## src/rtl/fetch_stage_pkg.sv

```systemverilog
// Shared constants, IF_ID_BUS field layout and FSM encoding for the fetch stage.
package fetch_stage_pkg;

    localparam logic [31:0] DEF_RESET_PC   = 32'hBFC0_0000;
    localparam logic [31:0] DEF_EXC_VECTOR = 32'hBFC0_0380;

    localparam int unsigned INS_MSB = 61;
    localparam int unsigned INS_LSB = 30;
    localparam int unsigned PC_MSB  = 29;

    typedef enum logic [1:0] {
        StReq  = 2'd0,
        StWait = 2'd1,
        StHold = 2'd2,
        StDrop = 2'd3
    } fetch_state_e;

endpackage

```

## src/rtl/fetch_redirect_mux.sv

```systemverilog
// Priority select of the redirect target: exception > ERET > branch/jump.
module fetch_redirect_mux
    import fetch_stage_pkg::*;
#(
    parameter logic [31:0] EXC_VECTOR = DEF_EXC_VECTOR
) (
    input  logic        exc_valid,
    input  logic        eret_valid,
    input  logic        br_valid,
    input  logic [29:0] br_target,
    input  logic [31:0] epc,
    output logic        kill,
    output logic [29:0] redirect_pc,
    output logic        eret_adel
);

    always_comb begin
        kill        = exc_valid | eret_valid | br_valid;
        redirect_pc = '0;
        eret_adel   = 1'b0;
        if (exc_valid) begin
            redirect_pc = EXC_VECTOR[31:2];
        end else if (eret_valid) begin
            redirect_pc = epc[31:2];
            eret_adel   = (epc[1:0] != 2'b00);
        end else if (br_valid) begin
            redirect_pc = br_target;
        end
    end

endmodule

```

## src/rtl/fetch_stage.sv

```systemverilog
// IF stage: owns the PC, fetches one word at a time over req/ack/rvalid and
// holds {ins, pc} for DECODE until it is accepted or killed by a redirect.
module fetch_stage
    import fetch_stage_pkg::*;
#(
    parameter logic [31:0] RESET_PC   = DEF_RESET_PC,
    parameter logic [31:0] EXC_VECTOR = DEF_EXC_VECTOR
) (
    input  logic        clk,
    input  logic        reset,
    output logic        inst_req,
    output logic [31:0] inst_addr,
    input  logic        inst_ack,
    input  logic        inst_rvalid,
    input  logic [31:0] inst_rdata,
    input  logic        id_allowin,
    output logic [61:0] IF_ID_BUS,
    output logic        if_valid,
    input  logic        br_valid,
    input  logic [29:0] br_target,
    input  logic        exc_valid,
    input  logic        eret_valid,
    input  logic [31:0] epc,
    output logic        if_adel,
    output logic [31:0] if_badvaddr
);

    fetch_state_e state_q, state_d;
    logic [29:0]  pc_q, pc_d;
    logic [61:0]  bus_q, bus_d;
    logic         valid_q, valid_d;
    logic         adel_q, adel_d;
    logic [31:0]  badv_q, badv_d;
    logic         drop_q, drop_d;
    logic         kill, eret_adel, rvalid_live;
    logic [29:0]  redirect_pc;

    fetch_redirect_mux #(
        .EXC_VECTOR (EXC_VECTOR)
    ) u_redirect_mux (
        .exc_valid   (exc_valid),
        .eret_valid  (eret_valid),
        .br_valid    (br_valid),
        .br_target   (br_target),
        .epc         (epc),
        .kill        (kill),
        .redirect_pc (redirect_pc),
        .eret_adel   (eret_adel)
    );

    // drop_q marks one stale response still in flight; no new request until it lands.
    assign inst_req    = (state_q == StReq) && !drop_q && !reset;
    assign inst_addr   = {pc_q, 2'b00};
    assign rvalid_live = inst_rvalid && !drop_q;
    assign IF_ID_BUS   = bus_q;
    assign if_valid    = valid_q;
    assign if_adel     = adel_q;
    assign if_badvaddr = badv_q;

    always_comb begin
        state_d = state_q;
        pc_d    = pc_q;
        bus_d   = bus_q;
        valid_d = valid_q;
        adel_d  = adel_q;
        badv_d  = badv_q;
        drop_d  = drop_q && !inst_rvalid;

        if (kill) begin
            valid_d = 1'b0;
            adel_d  = 1'b0;
            badv_d  = '0;
            pc_d    = redirect_pc;
            case (state_q)
                StReq:   state_d = (inst_req && inst_ack) ? StDrop : StReq;
                StWait:  state_d = rvalid_live ? StReq : StDrop;
                StHold:  state_d = StReq;
                default: state_d = rvalid_live ? StReq : StDrop;
            endcase
            // Misaligned ERET parks an address error in HOLD; any in-flight fetch is discarded.
            if (eret_adel) begin
                if (state_d == StDrop) drop_d = 1'b1;
                state_d = StHold;
                valid_d = 1'b1;
                adel_d  = 1'b1;
                badv_d  = epc;
                bus_d   = {32'b0, epc[31:2]};
            end
        end else begin
            case (state_q)
                StReq: begin
                    if (inst_req && inst_ack) state_d = StWait;
                end
                StWait: begin
                    if (rvalid_live) begin
                        bus_d   = {inst_rdata, pc_q};
                        valid_d = 1'b1;
                        pc_d    = pc_q + 30'd1;
                        state_d = StHold;
                    end
                end
                StHold: begin
                    // An address error stays put until an exception redirects the stage.
                    if (id_allowin && !adel_q) begin
                        valid_d = 1'b0;
                        state_d = StReq;
                    end
                end
                default: begin
                    if (rvalid_live) state_d = StReq;
                end
            endcase
        end
    end

    always_ff @(posedge clk) begin
        if (reset) begin
            state_q <= StReq;
            pc_q    <= RESET_PC[31:2];
            bus_q   <= '0;
            valid_q <= 1'b0;
            adel_q  <= 1'b0;
            badv_q  <= '0;
            drop_q  <= (drop_q || state_q == StWait || state_q == StDrop) && !inst_rvalid;
        end else begin
            state_q <= state_d;
            pc_q    <= pc_d;
            bus_q   <= bus_d;
            valid_q <= valid_d;
            adel_q  <= adel_d;
            badv_q  <= badv_d;
            drop_q  <= drop_d;
        end
    end

endmodule

```

## config.mk

```make
export PLATFORM = sky130hd
export DESIGN_NAME = fetch_stage
export DESIGN_NICKNAME = d
export VERILOG_FILES = /design/src/rtl/fetch_stage_pkg.sv /design/src/rtl/fetch_redirect_mux.sv /design/src/rtl/fetch_stage.sv
export SDC_FILE = /design/constraint.sdc
export NUM_CORES = 1
export LEC_CHECK = 0
export BUFFER_PORTS_ARGS = -buffer_cell sky130_fd_sc_hd__buf_2
export CORE_AREA = 2 2 84 147
export DETAILED_ROUTE_END_ITERATION = 12
export DIE_AREA = 0 0 86 149
export PLACE_DENSITY = 0.91
export SYNTH_ARGS = -nofsm -noshare
export SYNTH_HDL_FRONTEND = slang
export SYNTH_SLANG_ARGS = --single-unit
```

## constraint.sdc

```tcl
create_clock -name clk -period 4 [get_ports clk]
set_clock_uncertainty 0.2 [all_clocks]
set_input_delay 0.8 -clock clk [delete_from_list [all_inputs] [get_ports clk]]
set_output_delay 0.8 -clock clk [all_outputs]
set_load 0.03 [all_outputs]
```

# Word-level counts from Yosys, hierarchy flattened
# Index checks and enable logic that the tools add are counted.
[word_totals]
reg_bits = 129
latch_bits = 0
ram_bits = 0
romBits = 0
inputBits = 102
out_inout_bits = 129
n_memories = 0
[classes]
addsub = 1
multipliers = 0
n_div = 0
order_cmp = 0
eq_ne = 8
shifts = 0
muxes = 33
bitwise = 2
reduce_logical = 23
[ops]
columns = ["cell", "n"]
rows = [
  ["62-bit 2-to-1 mux", 4],
  ["30-bit 2-to-1 mux", 6],
  ["32-bit 2-to-1 mux", 1],
  ["30-bit by 1-bit adder with 30-bit output, second input constant", 1],
  ["2-bit 2-to-1 mux", 9],
  ["1-bit 2-to-1 mux", 10],
  ["1-bit logical AND", 7],
  ["2-bit == test, second input constant", 3],
  ["3-bit inequality test, second input constant", 2],
  ["2-bit case mux with 3 select lines", 1],
  ["3-bit AND reduction", 2],
  ["2-bit nonzero test", 3],
  ["1-bit logical NOT", 4],
  ["2-bit case mux with 2 select lines", 1],
  ["4-bit AND reduction", 1],
  ["4-bit nonzero test", 1],
  ["3-bit by 2-bit inequality test with 1-bit output, second input constant", 1],
  ["3-bit nonzero test", 1],
  ["2-bit by 1-bit == test with 1-bit output, second input constant", 1],
  ["2-bit logical NOT", 1],
  ["1-bit logical OR", 2],
  ["2-bit by 1-bit inequality test with 1-bit output, second input constant", 1],
  ["1-bit OR", 2],
  ["1-bit case mux with 2 select lines", 1],
  ["2-bit AND reduction", 1],
]

# Depth between registers and ports, before layout
[logic_depth]
word_depth = 12
mapped_depth = 9
mapped_depth_nobuf = 6

# By module
# A second synthesis with hierarchy kept.
[hier_totals]
hier_cells = 681
area_unflattened_um2 = 5933.2
[modules_own_cells]
columns = ["module", "n_inst", "cells_each", "area_each_um2", "seq_area_each_um2"]
rows = [
  ["fetch_stage", 1, 633, 5515.3, 2582.5],
  ["fetch_redirect_mux", 1, 48, 417.9, 0.0],
]

# Least setup slack after synthesis
# Ideal clock, no wire load.
[synth_timing]
path_kind = "input -> output"
start = "input port reset"
end = "output port inst_req"
t_arrival_ps = 2084
setup_slack_ps = 916
stages = 3
path_buffers = 2
cell_sequence = "clkbuf_1 clkbuf_1 nor4_1"
[synth_between]
elab_chain_len = 2
[synth_rtl]
columns = ["element", "line_no", "text"]
rows = [
  ["start, declared", "fetch_stage.sv:10", "input logic reset,"],
  ["1-bit logical NOT", "fetch_stage.sv:52", "assign inst_req = (state_q == StReq) && !drop_q && !reset;"],
  ["1-bit logical AND", "fetch_stage.sv:52", ""],
  ["end, declared", "fetch_stage.sv:11", "output logic inst_req,"],
]
# No other way between the ends.

# Worst setup path after layout
# Ends and elaborated chain as after synthesis.

==> flow_results.org <==
** Synthesis
- The synthesized netlist occupies a cell area of around 0.0061 mm2.
- Each instance of the synthesized netlist takes up on average 8.33 um2.
- Post-synth EDFFs :: 0
- Library cell occupying the most area in the post-synthesis netlist :: dfxtp_1
- Total of warnings raised by yosys :: 0
- Most frequently used flop master after synthesis :: dfxtp_1
- By area the synthesized netlist is led by dfxtp_1, nand2_1, a21oi_1.
- Synthesis instantiated 61 different standard cells from the library.
- Sequential elements use ~43% of the synthesized area.
- Of the post-synthesis cell area, the dominant cell type holds 42.5%.
- Cell count after synthesis :: 729
- The synthesized design contains 129 register bits.
- Share of flip-flops with an asynchronous set or reset :: 0%

** Setup path
- Worst EP required :: 3000 ps
- The worst setup path is of the in2out kind.
- Counting both buffers and inverters, the worst setup path holds a total of 2.
- Number of cells on the critical path :: 3
- Worst Reg2Reg Path Length in Cells :: 5
- For flop-to-flop paths, the worst setup slack is approximately 1400 ps.
- In this run the critical register-to-register path is launched from pc_q[2]$_SDFFE_PP0P_.
- STA classifies the critical path endpoint as an output port.
- STA classifies the critical path startpoint as a primary input.
- The critical path ends at inst_req.
- Kind of cell with the highest combined delay on the critical path :: buffers and inverters
- Origin of the worst setup path :: reset
- The signal on the critical path passes through buf_4, nor4_1, buf_2.
- Slowest cell delay on critical path :: 310 ps
- In this run the worst path has a maximum fanout of 49.
- Critical path arrival :: 1680 ps
- The slowest stage of the critical path is the nor4_1 cell.
- The worst register-to-register path ends at pc_q[21]$_SDFFE_PP1P_.

** Die
- For this configuration, the core starts out at a cell density of about half.
- The initialized floorplan defines 53 standard-cell rows.
- From left edge to right edge, the die measures 86 um.
- Vertical die dimension :: 149 um
- The die covers 0.0128 mm2.
- In this run the standard cell core region covers 0.0117 mm2.
- # IOs :: 231

** Finish
- At the end of the flow, the number of nets in the layout was between 1000 and 1500.
- After routing the design area is around 0.008 mm2.
- The sequential cells in the finished layout cover a total of 0.00258 mm2.
- Multi-input logic area :: 0.00319 mm2
- Compared with the post-synthesis result, the final layout area differs by 29.8%.
- The filler cells instantiated in the layout total 942.
- Fraction of layout instances using a drive strength above 1 :: 33.8%
- 0 antenna diodes ended up in the layout.
- Final core utilization :: 67.1%

** Flow run
- Max-cap violation count :: 0

** Power
- Net Sw Frac :: 27.4%
- The share of total power dissipated in sequential elements is 39.6%.
- IR analysis of the VDD net gives a maximum drop of 0.334 mV.
- Total chip power :: 3500 uW
- Clock network fraction of design power :: 46.1%
- Standby leakage power :: 0.00341 uW
- Fraction of power consumed by combinational cells :: between 10% and 20%
- Power dissipated by switching net loads :: 958 uW
- Dividing total power by cell area gives a power density of 445 mW/mm2.
- Internal power contribution :: around 2500 uW

** Placement
- Once placement finished, the instance area stood at roughly 0.0073 mm2.
- Post-detailed-placement half-perimeter wirelength :: roughly 14000 um
- Port Buffers :: 228
- The congestion estimate from routability-driven global placement came to 0.916.

** Clocking
- Buffers inserted during clock tree synthesis total 17.
- Post-cts sizing count :: 0
- Total number of clock tree sinks :: 129
- Post-CTS timing repair inserted 0 buffers for setup.
- Hold-fix buffers, CTS :: 0
- Clock tree from TritonCTS :: done
- Clock-pin slew on the worst setup and hold paths :: approximately 60 ps
- The root buffer cell chosen for the clock tree is clkbuf_16.
- Maximum clock path buffer count :: 2
- For the worst-skew pair, the clock arrives at the later sink with an insertion delay of roughly 420 ps.
- Max H-tree Level :: 4

** Global routing
- The number of antenna violations at the first check in global routing came to 0.
- Global router's overall resource usage :: 31.4%
- GRT overflow :: 0
- The via count of the first global-routing pass came to ~6400.
- Pin count of the biggest net entering global routing :: 81
- The first global-routing pass estimated 31900 um of wire.

** Detailed routing
- The first routing iteration left 582 violations.
- In this run the remaining antenna-violating nets after routing total 0.
- The detailed router placed 6606 vias in this run.
- Detailed-route DRC error count :: 0
- Total detailed-routing wirelength :: between 20000 and 25000 um
- The pre-antenna-repair detailed-routing pass consisted of 5 iterations.
- In the routed layout, each cell is associated on average with a via count of 6.15.
- Dividing the detail-routed wire length by the instance count gives 19.0 um.

** Hold path
- The worst hold path belongs to the class reg2reg.
- The startpoint identified for the worst hold timing path is IF_ID_BUS[44]$_SDFFE_PP0P_.

** STA
- Total count of hold-check failures in the final report :: 0
- After layout, the worst path uses about 67% of the clock period.
- Unrepaired setup endpoints after global routing :: no
- Setup Viol. Count Final :: 0
- Slew headroom :: 40.7%
- FMAX :: 373 MHz
- For the final routed database, the setup TNS stands at 0 ps.
- The tightest hold path in the finished design has a slack of 246 ps.
- Final critical delay including setup and external delays :: 2680 ps
- The max-slew violation total from the final report is 0.
- Pin slew with the least headroom to its limit :: 890 ps

** Outcome
- The run finished with clean final reports.
[cells by family (layout without fill, tap and decap cells)]
kind of cell	Yosys count	count (layout)	share of synthesized area, %
multiplexers	4	4	0.660
adder cells (fa/ha/maj)	1	1	0.206
other	1	2	0.0618
buffers and inverters	75	283	5.59
XOR/XNOR	4	4	0.577
flip-flops	129	129	42.5
AND/OR/NAND/NOR	297	297	23.2
AO/OA/AOI/OAI	218	218	27.1
[sequential cells by signal (all words and copies together) (netlist names)]
register and cells:
drop_q 1, state_q 2, IF_ID_BUS 62, if_badvaddr 32, if_adel 1, if_valid 1
pc_q 30
[power groups by stage]
stage          logic [uW]  registers [uW]  clock network (uW)
4_1_cts               494            1390                1630
5_1_grt               535            1390                1680
6_report              499            1390                1620
2_1_floorplan         235            1490                   0
3_3_place_gp          480            1410                   0
3_5_place_dp          490            1410                   0
[stage by stage]
stage	setup slack, ps	std cells
after detailed placement	916	1044
after global routing	1180	1075
final	1320	1075
after global placement	991	1044
after CTS	1330	1075
after floorplan	916	730
[synth_stat cells (all sizes together) (2+ instances only)]
| master | count |
|---|---|
| o2bb2ai | 2 |
| o32ai | 2 |
| a31o | 6 |
| or4 | 3 |
| o22a | 4 |
| nor2b | 3 |
| xnor2 | 2 |
| nor3b | 3 |
| a221oi | 3 |
| a22oi | 17 |
| a221o | 6 |
| buf | 22 |
| o211ai | 2 |
| a21oi | 75 |
| and3 | 5 |
| a21o | 5 |
| nand2 | 111 |
| dfxtp | 129 |
| nor3 | 17 |
| and4 | 4 |
| and2 | 5 |
| nand3 | 47 |
| a31oi | 2 |
| nor4 | 7 |
| xor2 | 2 |
| mux2i | 4 |
| clkbuf | 46 |
| a22o | 29 |
| o21bai | 2 |
| o22ai | 5 |
| or2 | 2 |
| o21ai | 16 |
| a211oi | 4 |
| or3 | 2 |
| a41oi | 2 |
| nor2 | 65 |
| nand2b | 6 |
| inv | 7 |
| nand4 | 11 |
| a311oi | 33 |
[cell type report]
cell class,count,share of cell area [%]
repair buffers,245,16.5
flip-flops and latches,129,32.8
multi-input cells,526,40.5
clock inverters,10,1.68
inverters,7,0.334
well taps,137,2.18
clock buffers,21,6.10
[cells in the final DEF, fill, tap and decap left out, types with 5 or more instances in the layout]
| cell | instances |
|---|---|
| a22o_1 | 29 |
| and3_1 | 5 |
| a22oi_1 | 17 |
| a21oi_1 | 75 |
| buf_2 | 227 |
| a31o_2 | 6 |
| a311oi_2 | 20 |
| nand2_1 | 111 |
| nor2_1 | 63 |
| nor4_1 | 5 |
| and2_1 | 5 |
| nand3_1 | 47 |
| a21o_1 | 5 |
| dfxtp_1 | 129 |
| nor3_1 | 16 |
| clkbuf_16 | 17 |
| nand2b_1 | 6 |
| a311oi_1 | 13 |
| a221o_1 | 6 |
| o21ai_0 | 16 |
| nand4_1 | 10 |
| inv_1 | 7 |
| buf_4 | 16 |
[worst min-delay path, cell delays in order, from the launching register on]
cell and delay (ps):
dfxtp_1 300, nand2_1 50, a21oi_1 50
[metal layers]
layer	share of wire [%]	global-route usage, %
met1	36	35.3
met3	8.2	6.75
met2	51	52.9
met5	0	0
met4	4.7	19.8
[worst min-delay path by stage]
stage | cells past startpoint | to | slack [ps]
4_1_cts | 2 | IF_ID_BUS[44]$_SDFFE_PP0P_ | 250
3_5_place_dp | 2 | IF_ID_BUS[44]$_SDFFE_PP0P_ | 240
3_3_place_gp | 2 | IF_ID_BUS[56]$_SDFFE_PP0P_ | 230
5_1_grt | 2 | IF_ID_BUS[44]$_SDFFE_PP0P_ | 260
6_report | 2 | IF_ID_BUS[44]$_SDFFE_PP0P_ | 250
2_1_floorplan | 2 | drop_q$_DFF_P_ | 360
Note: power is estimated with default switching activity, not from simulation.
